## src/rtl/dcache_store_port_arbiter.sv

```systemverilog
// dcache_store_port_arbiter
//
// Owns the single write port of the L1 data-cache data SRAM and shares it between
// the store buffer's non-speculative drain and the line-refill engine.
//   - Store hits are written into the cache after a one-cycle tag lookup.
//   - Store misses are written around to the memory bus (no write-allocate).
//   - Refill bursts are atomic: once started, no store is accepted until the last beat.
//   - A fence is acknowledged while idle with nothing non-speculative left to drain.
//
// Optional feature (compile-time macro SDRAIN_STARVE_GUARD_EN):
//   defined   - a 2-bit saturating counter tracks refill bursts that started while a store
//               was waiting; once it reaches STARVE_MAX the store wins arbitration in idle.
//   undefined - the refill always wins arbitration and the counter is absent.
//
// Ports:
//   cpu_clk_i, cpu_rst_ni            clock, asynchronous active-low reset
//   store_*_i, cache_done_o          store drain request (held until done) and retire pulse
//   no_nonspec_i, fence_req_i,
//   fence_done_o                     fence handshake
//   refill_*_i, refill_ready_o       refill beats and per-beat acceptance
//   lkp_*                            tag lookup request and hit result one cycle later
//   wr_*_o                           data SRAM write port
//   bus_*                            write-around request, held until bus_ack_i
module dcache_store_port_arbiter #(
  parameter int unsigned PHYS       = 32,
  parameter int unsigned WAYS_W     = 1,
  parameter int unsigned STARVE_MAX = 3
) (
  input  logic              cpu_clk_i,
  input  logic              cpu_rst_ni,
  // store buffer drain
  input  logic              store_valid_i,
  input  logic [PHYS-3:0]   store_address_i,
  input  logic [31:0]       store_data_i,
  input  logic [3:0]        store_bm_i,
  output logic              cache_done_o,
  // fence
  input  logic              no_nonspec_i,
  input  logic              fence_req_i,
  output logic              fence_done_o,
  // refill engine
  input  logic              refill_valid_i,
  input  logic [PHYS-3:0]   refill_address_i,
  input  logic [31:0]       refill_data_i,
  input  logic [WAYS_W-1:0] refill_way_i,
  input  logic              refill_last_i,
  output logic              refill_ready_o,
  // tag lookup
  output logic              lkp_valid_o,
  output logic [PHYS-3:0]   lkp_address_o,
  input  logic              lkp_hit_i,
  input  logic [WAYS_W-1:0] lkp_way_i,
  // data SRAM write port
  output logic              wr_en_o,
  output logic [PHYS-3:0]   wr_address_o,
  output logic [31:0]       wr_data_o,
  output logic [3:0]        wr_bm_o,
  output logic [WAYS_W-1:0] wr_way_o,
  // write-around bus
  output logic              bus_req_o,
  output logic [PHYS-3:0]   bus_address_o,
  output logic [31:0]       bus_data_o,
  output logic [3:0]        bus_bm_o,
  input  logic              bus_ack_i
);

  typedef enum logic [2:0] {
    StIdle,
    StLookup,
    StHitChk,
    StWrite,
    StBus,
    StHold,
    StRefill
  } state_e;

  state_e              state_q, state_d;
  logic [PHYS-3:0]     st_addr_q, st_addr_d;
  logic [31:0]         st_data_q, st_data_d;
  logic [3:0]          st_bm_q, st_bm_d;
  logic [WAYS_W-1:0]   st_way_q, st_way_d;
  logic                take_store;

`ifdef SDRAIN_STARVE_GUARD_EN
  logic [1:0] starve_q, starve_d;

  // A store wins in idle only when refills have starved it long enough.
  assign take_store = store_valid_i & (~refill_valid_i | (starve_q == 2'(STARVE_MAX)));

  always_comb begin
    starve_d = starve_q;
    if (state_q == StIdle) begin
      if (take_store) begin
        starve_d = 2'd0;
      end else if (refill_valid_i && store_valid_i && (starve_q != 2'd3)) begin
        starve_d = starve_q + 2'd1;
      end
    end
  end

  always_ff @(posedge cpu_clk_i or negedge cpu_rst_ni) begin
    if (!cpu_rst_ni) begin
      starve_q <= 2'd0;
    end else begin
      starve_q <= starve_d;
    end
  end
`else
  assign take_store = store_valid_i & ~refill_valid_i;

  logic unused_starve_max;
  assign unused_starve_max = ^STARVE_MAX;
`endif

  always_comb begin
    state_d        = state_q;
    st_addr_d      = st_addr_q;
    st_data_d      = st_data_q;
    st_bm_d        = st_bm_q;
    st_way_d       = st_way_q;
    cache_done_o   = 1'b0;
    fence_done_o   = 1'b0;
    refill_ready_o = 1'b0;
    lkp_valid_o    = 1'b0;
    lkp_address_o  = '0;
    wr_en_o        = 1'b0;
    wr_address_o   = '0;
    wr_data_o      = '0;
    wr_bm_o        = '0;
    wr_way_o       = '0;
    bus_req_o      = 1'b0;
    bus_address_o  = '0;
    bus_data_o     = '0;
    bus_bm_o       = '0;

    unique case (state_q)
      StIdle: begin
        fence_done_o = fence_req_i & no_nonspec_i & ~store_valid_i;
        if (take_store) begin
          state_d   = StLookup;
          st_addr_d = store_address_i;
          st_data_d = store_data_i;
          st_bm_d   = store_bm_i;
        end else if (refill_valid_i) begin
          state_d = StRefill;
        end
      end
      StLookup: begin
        lkp_valid_o   = 1'b1;
        lkp_address_o = st_addr_q;
        state_d       = StHitChk;
      end
      StHitChk: begin
        if (lkp_hit_i) begin
          st_way_d = lkp_way_i;
          state_d  = StWrite;
        end else begin
          state_d = StBus;
        end
      end
      StWrite: begin
        wr_en_o      = 1'b1;
        wr_address_o = st_addr_q;
        wr_data_o    = st_data_q;
        wr_bm_o      = st_bm_q;
        wr_way_o     = st_way_q;
        cache_done_o = 1'b1;
        state_d      = StHold;
      end
      StBus: begin
        bus_req_o     = 1'b1;
        bus_address_o = st_addr_q;
        bus_data_o    = st_data_q;
        bus_bm_o      = st_bm_q;
        if (bus_ack_i) begin
          cache_done_o = 1'b1;
          state_d      = StHold;
        end
      end
      StHold: begin
        // The store buffer drops store_valid one cycle after cache_done; skip that stale cycle.
        state_d = StIdle;
      end
      StRefill: begin
        refill_ready_o = 1'b1;
        if (refill_valid_i) begin
          wr_en_o      = 1'b1;
          wr_address_o = refill_address_i;
          wr_data_o    = refill_data_i;
          wr_bm_o      = 4'hF;
          wr_way_o     = refill_way_i;
          if (refill_last_i) begin
            state_d = StIdle;
          end
        end
      end
      default: begin
        state_d = StIdle;
      end
    endcase
  end

  always_ff @(posedge cpu_clk_i or negedge cpu_rst_ni) begin
    if (!cpu_rst_ni) begin
      state_q   <= StIdle;
      st_addr_q <= '0;
      st_data_q <= '0;
      st_bm_q   <= '0;
      st_way_q  <= '0;
    end else begin
      state_q   <= state_d;
      st_addr_q <= st_addr_d;
      st_data_q <= st_data_d;
      st_bm_q   <= st_bm_d;
      st_way_q  <= st_way_d;
    end
  end

endmodule

```

## config.mk

```make
export PLATFORM = sky130hd
export DESIGN_NAME = dcache_store_port_arbiter
export DESIGN_NICKNAME = d
export VERILOG_FILES = /design/src/rtl/dcache_store_port_arbiter.sv
export SDC_FILE = /design/constraint.sdc
export NUM_CORES = 1
export LEC_CHECK = 0
export CAP_MARGIN = 20
export CORE_UTILIZATION = 30
export CTS_CLUSTER_DIAMETER = 120
export DETAILED_ROUTE_END_ITERATION = 7
export GPL_ROUTABILITY_DRIVEN = 1
export PLACE_DENSITY = 0.79
export SLEW_MARGIN = 20
export SYNTH_ARGS = -nofsm -noshare
export SYNTH_HDL_FRONTEND = slang
export SYNTH_SLANG_ARGS = --single-unit
```

## constraint.sdc

```tcl
create_clock -name cpu_clk_i -period 2.82 [get_ports cpu_clk_i]
set_input_delay 0.705 -clock cpu_clk_i [delete_from_list [all_inputs] [get_ports cpu_clk_i]]
set_output_delay 0.705 -clock cpu_clk_i [all_outputs]
set_load 0.02 [all_outputs]
```

==> results of run 1 <==
==> worst max path at each step <==
stage / slack, ps / startpoint / cells after the start / to
finish: 40 / refill_valid_i / 5 / wr_address_o[9]
global route: 0.7 / refill_valid_i / 5 / wr_address_o[25]
CTS: -60 / state_q[1] / 4 / bus_data_o[31]
detailed placement: -290 / refill_valid_i / 5 / wr_data_o[20]
global placement: -290 / refill_valid_i / 5 / wr_data_o[20]
floorplan: 180 / state_q[1] / 7 / wr_data_o[10]
==> power breakdown <==
part           leakage (uW)  switching (uW)  internal, uW
sequential         0.000835             523          1520
clock              0.000152             417           728
combinational       0.00348            1860          2020
==> timing repair <==
item | CTS | global route
buffers inserted | 0 | 1
cloned | 0 | 3
pin swaps | 1 | 0
gates resized for setup | 128 | 112
endpoints found under the setup margin | 155 | 88
==> state kept, by name, indices dropped and copies added (netlist names) <==
register and flops:
st_way_q 1, state_q 3, st_data_q 32, st_addr_q 30, st_bm_q 4
==> routing by layer <==
layer  routed length [um]  part of all wire (%)
met3                 1300                   7.9
met1                 6180                    37
met5                    0                     0
met4                  441                   2.7
met2                 8610                    52
==> cell usage in the layout (no fill, tap or decap), types with 2 or more instances in the layout <==
| cell type | synthesis | final |
|---|---|---|
| clkbuf_16 | 0 | 12 |
| clkbuf_8 | 0 | 2 |
| nor4_1 | 2 | 2 |
| nor2b_1 | 2 | 2 |
| clkdlybuf4s15_1 | 0 | 35 |
| dfrtp_1 | 70 | 68 |
| dlymetal6s2s_1 | 0 | 48 |
| buf_4 | 0 | 11 |
| nor3b_4 | 0 | 2 |
| clkinv_2 | 0 | 3 |
| buf_12 | 0 | 7 |
| or2_2 | 2 | 2 |
| clkbuf_2 | 0 | 16 |
| a21o_1 | 5 | 5 |
| clkdlybuf4s50_1 | 0 | 139 |
| mux2_2 | 38 | 38 |
| and2_1 | 97 | 96 |
| mux2_4 | 29 | 29 |
| o2bb2ai_1 | 2 | 2 |
| a22o_1 | 63 | 63 |
| dlygate4sd2_1 | 0 | 65 |
| dfrtp_2 | 0 | 2 |
==> stage by stage <==
stage / setup slack, ps / area, um^2
3_3_place_gp: -286 / 7470
6_report: 36.6 / 7860
2_1_floorplan: 182 / 4160
5_1_grt: 0.747 / 7860
3_5_place_dp: -294 / 7470
4_1_cts: -56.3 / 7660
==> final cells by class <==
| type | instances | area (um^2) | share of cell area [%] |
|---|---|---|---|
| repair buffers | 325 | 3300 | 42.0 |
| multi-input cells | 258 | 2280 | 29.0 |
| flip-flops and latches | 70 | 1750 | 22.3 |
| clock buffers | 12 | 256 | 3.26 |
| well taps | 176 | 220 | 2.80 |
| clock inverters | 4 | 45.0 | 0.573 |
| inverters | 1 | 3.75 | 0.0478 |
==> worst reg2reg max path, cell delays in order (launching register included) <==
cell and delay (ps):
dfrtp_1 460, buf_4 200, or2_1 250, or4b_4 550
buf_4 270, mux2_4 360
==> kinds of logic after synthesis <==
group	synth area share (%)
flops	42.1
compound gates	15.7
mux	20.7
buf+inv	4.09
simple gates	17.5
==> impl_metrics.json, run 1 <==
{
  "synthCells": 364,
  "fillers": 1100,
  "cts_tree": "done",
  "slowest_delay_ps": 480,
  "io_buffers": 307,
  "synth_top_area_share_pct": 42.1,
  "r2r_end": "st_data_q[1]",
  "drc": 0,
  "power.density_nw_per_um2": 900,
  "crit_fanout": 29,
  "die_w_um": 120,
  "rr_worst_depth": 5,
  "reg2reg_from": "state_q[1]",
  "dp_cells": 826,
  "critical_path.slowest_cell": "clkdlybuf4s50_1",
  "status": "finished clean",
  "yosys.cell_count.top_type": "and2_1",
  "antenna_found_initial": 0,
  "num-nets-final": 804,
  "num_vias": 4235,
  "antennaDiodeCount": 0,
  "synth_commonest_cells": "97 x and2_1, 70 x dfrtp_1, 63 x a22o_1, 38 x mux2_2, 29 x mux2_4",
  "fin_crit_sh_pct": 98.7,
  "async_reset_ff_share_pct": 100,
  "ys_seq_area_share_pct": 42.1,
  "yosys.cell_types.count": 31,
  "syn-num-nets": 503,
  "yosys_register_bits": 70,
  "worstSetupPathType": "in2out",
  "hold_ws_ps": 509,
  "worst_pin_slew_ps": 914,
  "clkTransAtPathRegs_ps": 60,
  "drv_slew": 0,
  "ys.flop_type": "dfrtp_1",
  "coreArea_um2": 13400,
  "vias_per_cell": 5.01,
  "crit_buf_inv": 3,
  "syn_to_final_growth_pct": 88.7,
  "rows": 42,
  "total_power_uw": 7070,
  "ff2ff_setup_slack_ps": 620,
  "period_needed_ps": 2780,
  "finClkSkew_ps": 3.04,
  "syn_area_um2": 4160,
  "grt_first_pass_wirelength_um": 23300,
  "dp_hpwl_um": 11400,
  "slew_headroom_pct": 39.1,
  "hold_viol_final": 0,
  "synth_warnings": 0,
  "start_util_pct": 31.1,
  "drive_gt1_share_pct": 19.3,
  "total_leakage_power_uw": 0.00447,
  "grt_use_met2_pct": 38.7,
  "cts_sinks": 70,
  "worstHoldPathType": "in2async",
  "max_freq_ghz": 0.359,
  "cts_hold_buf": 0,
  "cp.arrival_ps": 2080,
  "gp_congestion": 0.871,
  "crit_required_ps": 2120,
  "drtAntennaViolNets": 0,
  "syn-mean-instance-area_um2": 11.4,
  "synthTopCellsByArea": "dfrtp_1 42%, and2_1 15%, a22o_1 13%",
  "wl_per_cell_um": 19.5,
  "maxCapViolCount": 0,
  "htreeDepth": 3,
  "synth.largest_area_cell": "dfrtp_1",
  "top_usage_layer": "met2",
  "grt_use_met3_pct": 5.85,
  "finalSetupViolations": 0,
  "clk_latency_ps": 330,
  "use_met1_pct": 23.0,
  "grt_pass1_vias": 4303,
  "post-route-util_pct": 58.6,
  "finalSetupTns_ps": 0,
  "cts_root_buffer": "clkbuf_16",
  "cp_cell_sequence": "clkdlybuf4s50_1 > and2_4 > buf_12 > a22o_1 > clkdlybuf4s15_1",
  "io_pins": 308,
  "first_iter_violations": 136,
  "drt-total-wl_um": 16500,
  "cp_top_family": "buffers and inverters",
  "rsz0062_at_grt": "false",
  "numCtsBuffers": 9,
  "synth_enable_flop_cells": 0,
  "dieArea_um2": 14400,
  "die_h_um": 120,
  "layout.cells.non_filler": 846,
  "critPathLaunchType": "input pin",
  "irDropWorstVdd_v": 0.000472,
  "clockBufferDepth": 2,
  "firstDrtPassIters": 4,
  "grt_start_max_net_pins": 71,
  "cp-end-kind": "primary output",
  "grt-ovfl-total": 0,
  "grtUsageTotal_pct": 21.1
}
No activity file was read; power rests on OpenSTA's default activity.
==> inputs of run 2 (changes only) <==
--- a/config.mk
+++ b/config.mk
@@ -6,11 +6,13 @@
 export NUM_CORES = 1
 export LEC_CHECK = 0
 export CAP_MARGIN = 20
-export CORE_UTILIZATION = 30
+export CELL_PAD_IN_SITES_DETAIL_PLACEMENT = 2
+export CELL_PAD_IN_SITES_GLOBAL_PLACEMENT = 2
+export CORE_UTILIZATION = 19
 export CTS_CLUSTER_DIAMETER = 120
 export DETAILED_ROUTE_END_ITERATION = 7
 export GPL_ROUTABILITY_DRIVEN = 1
-export PLACE_DENSITY = 0.79
+export PLACE_DENSITY = 0.88
 export SLEW_MARGIN = 20
 export SYNTH_ARGS = -nofsm -noshare
 export SYNTH_HDL_FRONTEND = slang
==> run 2 against run 1 <==
Core utilization shrank 20 points; register-to-register slack lost 20 ps; final cell count grew 12%; flip-flop and latch count unchanged; via count up 0.57%; sequential share of layout area down 0.81 points; total power is 4.1% higher; combinational power up 4%; maximum frequency is 0.48% higher; first-iteration DRC count down 45%; critical path depth stayed put; clock skew grew 6.3 ps; largest cell class unchanged.
==> impl_metrics.json, run 2 (synthesis gave the netlist of run 1 again) <==
{
  "start_util_pct": 19.6,
  "num_vias": 4259,
  "largest_reg_flops": 32,
  "io_buffers": 307,
  "cts_sinks": 70,
  "gp_congestion": 0.739,
  "layout_commonest_cell": "clkdlybuf4s50_1",
  "drtAntennaViolNets": 0,
  "hold_ws_ps": 315,
  "die_w_um": 150,
  "grt_start_max_net_pins": 70,
  "syn_to_final_growth_pct": 95.9,
  "finClkSkew_ps": 9.34,
  "maxCapViolCount": 0,
  "fin_area_um2": 8160,
  "dp_hpwl_um": 13600,
  "place_area_um2": 7640,
  "grt_pass1_vias": 4575,
  "drv_slew": 0,
  "cts_hold_buf": 0,
  "worst_pin_slew_ps": 490,
  "ff2ff_setup_slack_ps": 600,
  "status": "finished clean",
  "regMostFlops": "st_data_q",
  "wl_met2_um": 9950,
  "antennaDiodeCount": 0,
  "worstHoldPathType": "in2async",
  "slew_headroom_pct": 67.3,
  "clockBufferDepth": 2,
  "crit_fanout": 9,
  "clk_latency_ps": 340,
  "grt-ovfl-total": 0,
  "htreeDepth": 3,
  "period_needed_ps": 2770,
  "drt-total-wl_um": 20100,
  "power.density_nw_per_um2": 903,
  "rows": 53,
  "max_freq_ghz": 0.361,
  "wl_per_cell_um": 21.1,
  "layout_common_cells": "141 x clkdlybuf4s50_1, 96 x and2_1, 92 x dlymetal6s2s_1, 67 x dfrtp_1, 61 x a22o_1",
  "cts_root_buffer": "clkbuf_16",
  "reg_top3": "st_data_q: 32 flops, st_addr_q: 30 flops, st_bm_q: 4 flops",
  "firstDrtPassIters": 4,
  "dp_slack_ps": -361,
  "vias_per_cell": 4.48,
  "cts_tree": "done",
  "drive_gt1_share_pct": 25.8,
  "num-nets-final": 810,
  "topRoutingLayerUsed": "met4",
  "rr_worst_depth": 5,
  "grt_first_pass_wirelength_um": 26500,
  "fin_ws_ps": 49.9,
  "cp-end-kind": "primary output",
  "clkTransAtPathRegs_ps": 60,
  "cp.arrival_ps": 2070,
  "io_pins": 308,
  "first_iter_violations": 75,
  "grtUsageTotal_pct": 15.5,
  "irDropWorstVdd_v": 0.000318,
  "finalSetupViolations": 0,
  "wl_met3_um": 1710,
  "numCtsBuffers": 9,
  "wl_met1_um": 8080,
  "critPathLaunchType": "input pin",
  "total_leakage_power_uw": 0.00505,
  "antenna_found_initial": 0,
  "dieArea_um2": 22500,
  "worstSetupPathType": "in2out",
  "coreArea_um2": 21300,
  "fin_crit_sh_pct": 98.2,
  "hold_viol_final": 0,
  "crit_required_ps": 2120,
  "die_h_um": 150,
  "drc": 0
}
-- run 2: cell types whose count changed in the layout (fill, tap and decap cells not counted), moves of 3 or more --
cell             change
dlygate4sd2_1       -60
clkdlybuf4s15_1     -22
clkdlybuf4s15_2      +3
clkinv_2             -3
dlymetal6s2s_1      +44
clkbuf_2            +34
-- run 2: worst paths after layout --
kind,endpoint,start
hold reg to reg,st_data_q[30],st_data_q[30]
setup / recovery,wr_address_o[14],refill_valid_i
setup reg to reg,st_data_q[4],state_q[1]
max in group asynchronous,st_data_q[24],cpu_rst_ni
min in group cpu_clk_i,st_data_q[30],st_data_q[30]
hold / removal,st_addr_q[12],cpu_rst_ni
-- run 2: power breakdown --
group / switching, uW / total, uW / internal (uW)
combinational: 1920 / 4030 / 2110
clock: 453 / 1270 / 819
sequential: 536 / 2060 / 1520
-- run 2: worst max-delay path: stages --
cell and delay, ps:
clkdlybuf4s50_1 470, and2_4 250, clkbuf_16 200, a22o_1 120
clkdlybuf4s15_1 300
-- run 2: stage by stage --
| stage | power [uW] | util, % | setup TNS (ps) | std cells |
|---|---|---|---|---|
| floorplan | 4110 | - | 0 | 364 |
| global placement | 6020 | 35.9 | -16200 | 925 |
| detailed placement | 6160 | 35.9 | -17350 | 925 |
| CTS | 7370 | 37.2 | -5820 | 940 |
| global route | 7800 | 38.3 | -7.51 | 950 |
| finish | 7360 | 38.3 | 0 | 950 |
-- run 2: cell type report --
cell class	count	area [um^2]
clock inverter	3	67.6
timing repair buffer	331	3430
sequential	70	1760
fill	2235	13100
tap	275	344
inverter	1	3.75
clock buffer	12	256
multi-input combinational	258	2300
-- run 2: what timing repair did --
action                     CTS  global route
setup endpoints to repair  165           155
pin swaps                    0             0
resized for setup          100           205
buffers inserted             0             4
cloned                       0             6
-- run 2: per-layer routing --
| metal | GRT usage, % | vias to the layer above |
|---|---|---|
| li1 | - | 1910 |
| met1 | 17.8 | 2107 |
| met2 | 26.8 | 222 |
| met3 | 5.55 | 20 |
| met4 | 5.00 | 0 |
| met5 | 0 | - |
==> inputs of run 3 (changes only) <==
--- a/config.mk
+++ b/config.mk
@@ -13,6 +13,7 @@
 export DETAILED_ROUTE_END_ITERATION = 7
 export GPL_ROUTABILITY_DRIVEN = 1
 export PLACE_DENSITY = 0.88
+export RECOVER_POWER = 100
 export SLEW_MARGIN = 20
 export SYNTH_ARGS = -nofsm -noshare
 export SYNTH_HDL_FRONTEND = slang
==> run 3 against run 2 <==
The flow now finishes with violations (capacitance limit, slew limit); first-iteration DRC count is 36% higher; final cell count stayed put; global-route usage stayed put; wire length is 0.40% higher; final area is 12% lower; via count is 0.33% higher; largest power group unchanged; clock-buffer cell count stayed put; non-clock buffer count stayed put; critical path depth stayed put.
==> impl_metrics.json, run 3 (synthesis gave the netlist of run 1 again) <==
{
  "syn_to_final_growth_pct": 72.8,
  "clkTransAtPathRegs_ps": 60,
  "cp_top_family": "buffers and inverters",
  "drive_gt1_share_pct": 17.5,
  "grtUsageTotal_pct": 15.5,
  "hold_viol_final": 0,
  "num_vias": 4273,
  "dp_slack_ps": -361,
  "gp_congestion": 0.739,
  "num-nets-final": 810,
  "power.density_nw_per_um2": 937,
  "io_pins": 308,
  "cp.arrival_ps": 2060,
  "drc": 0,
  "die_h_um": 150,
  "firstDrtPassIters": 4,
  "largest_reg_flops": 32,
  "cp-end-kind": "primary output",
  "grt-ovfl-total": 0,
  "cp_cell_sequence": "clkdlybuf4s50_1 > and2_4 > clkbuf_16 > a22o_2 > clkdlybuf4s15_2",
  "cts_tree": "done",
  "fin_crit_sh_pct": 98.2,
  "cts_sinks": 70,
  "cts_hold_buf": 0,
  "maxCapViolCount": 1,
  "numCtsBuffers": 9,
  "coreArea_um2": 21300,
  "rows": 53,
  "grt_start_max_net_pins": 70,
  "clk_latency_ps": 340,
  "vias_per_cell": 4.50,
  "crit_fanout": 9,
  "drtAntennaViolNets": 0,
  "io_buffers": 307,
  "worstHoldPathType": "reg2reg",
  "start_util_pct": 19.6,
  "critPathLaunchType": "input pin",
  "dp_hpwl_um": 13600,
  "worstSetupPathType": "in2out",
  "status": "complete, but fails checks",
  "total_leakage_power_uw": 0.00307,
  "fin_ws_ps": 51.0,
  "crit_buf_inv": 3,
  "worst_pin_slew_ps": 2070,
  "finalSetupViolations": 0,
  "fillers": 2401,
  "register_area_um2": 1750,
  "slowest_delay_ps": 470,
  "antennaDiodeCount": 0,
  "slew_headroom_pct": -37.8,
  "wl_per_cell_um": 21.2,
  "drv_slew": 31,
  "first_iter_violations": 102,
  "regMostFlops": "st_data_q",
  "layout_common_cells": "138 x clkdlybuf4s50_1, 116 x clkbuf_1, 96 x and2_1, 68 x dfrtp_1, 61 x a22o_1",
  "layout_commonest_cell": "clkdlybuf4s50_1",
  "grt_first_pass_wirelength_um": 26500,
  "drt-total-wl_um": 20100,
  "die_w_um": 150,
  "violations": "capacitance limit, slew limit",
  "period_needed_ps": 2770,
  "antenna_found_initial": 0,
  "multi_input_area_um2": 2170,
  "clockBufferDepth": 2,
  "critical_path.slowest_cell": "clkdlybuf4s50_1",
  "hold_ws_ps": 519,
  "crit_required_ps": 2120,
  "cts_root_buffer": "clkbuf_16",
  "dieArea_um2": 22500,
  "finClkSkew_ps": 8.94,
  "htreeDepth": 3,
  "max_freq_ghz": 0.361,
  "irDropWorstVdd_v": 0.000311,
  "grt_pass1_vias": 4575,
  "reg_top3": "st_data_q: 32 flops, st_addr_q: 30 flops, st_bm_q: 4 flops"
}
[run 3: report_power, final]
group,internal [uW],switching (uW)
clock,819,453
combinational,1500,1930
sequential,1520,518
[run 3: final cells by class]
type	instances	area share [%]
tap	275	4.78
clock buffer	12	3.56
timing repair buffer	331	36.1
inverter	1	0.0522
clock inverter	3	0.939
multi-input combinational	258	30.2
sequential	70	24.4
[run 3: worst register-to-register path, stage by stage, from the launching register on]
cell	delay [ps]
dfrtp_1	450
buf_4	200
or2_1	240
or4b_2	660
clkbuf_4	380
mux2_1	470
[run 3: through the flow]
step	power (uW)	std cells	util, %	TNS, ps	instance area, um^2
2_1_floorplan	4110	364	-	0	4160
3_5_place_dp	6160	925	35.9	-17350	7640
6_report	6740	950	33.8	0	7200
4_1_cts	7370	940	37.2	-5820	7910
3_3_place_gp	6020	925	35.9	-16200	7640
5_1_grt	7170	950	33.8	-6.74	7200
[run 3: final timing paths]
| kind | from | end | slack, ps | cells after the start |
|---|---|---|---|---|
| max | refill_valid_i | wr_address_o[19] | 50 | 5 |
| min | st_data_q[10] | st_data_q[10] | 520 | 1 |
| max reg2reg | state_q[1] | st_data_q[1] | 310 | 5 |
| min reg2reg | st_data_q[10] | st_data_q[10] | 520 | 1 |
| max in group asynchronous | cpu_rst_ni | state_q[0] | 510 | 1 |
| min in group asynchronous | cpu_rst_ni | st_addr_q[12] | 940 | 1 |
[run 3: timing repair]
action	CTS	global route
gates cloned	0	6
buffers inserted	0	4
hold endpoints to repair	0	0
endpoints found under the setup margin	165	155
resized for setup	100	205
[run 3: per-layer routing]
layer	track usage, %	vias up	wire, um
met2	26.8	218	9880
met1	17.8	2124	8200
met3	5.55	20	1740
li1	-	1911	-
met5	0	-	0
met4	5.00	0	312
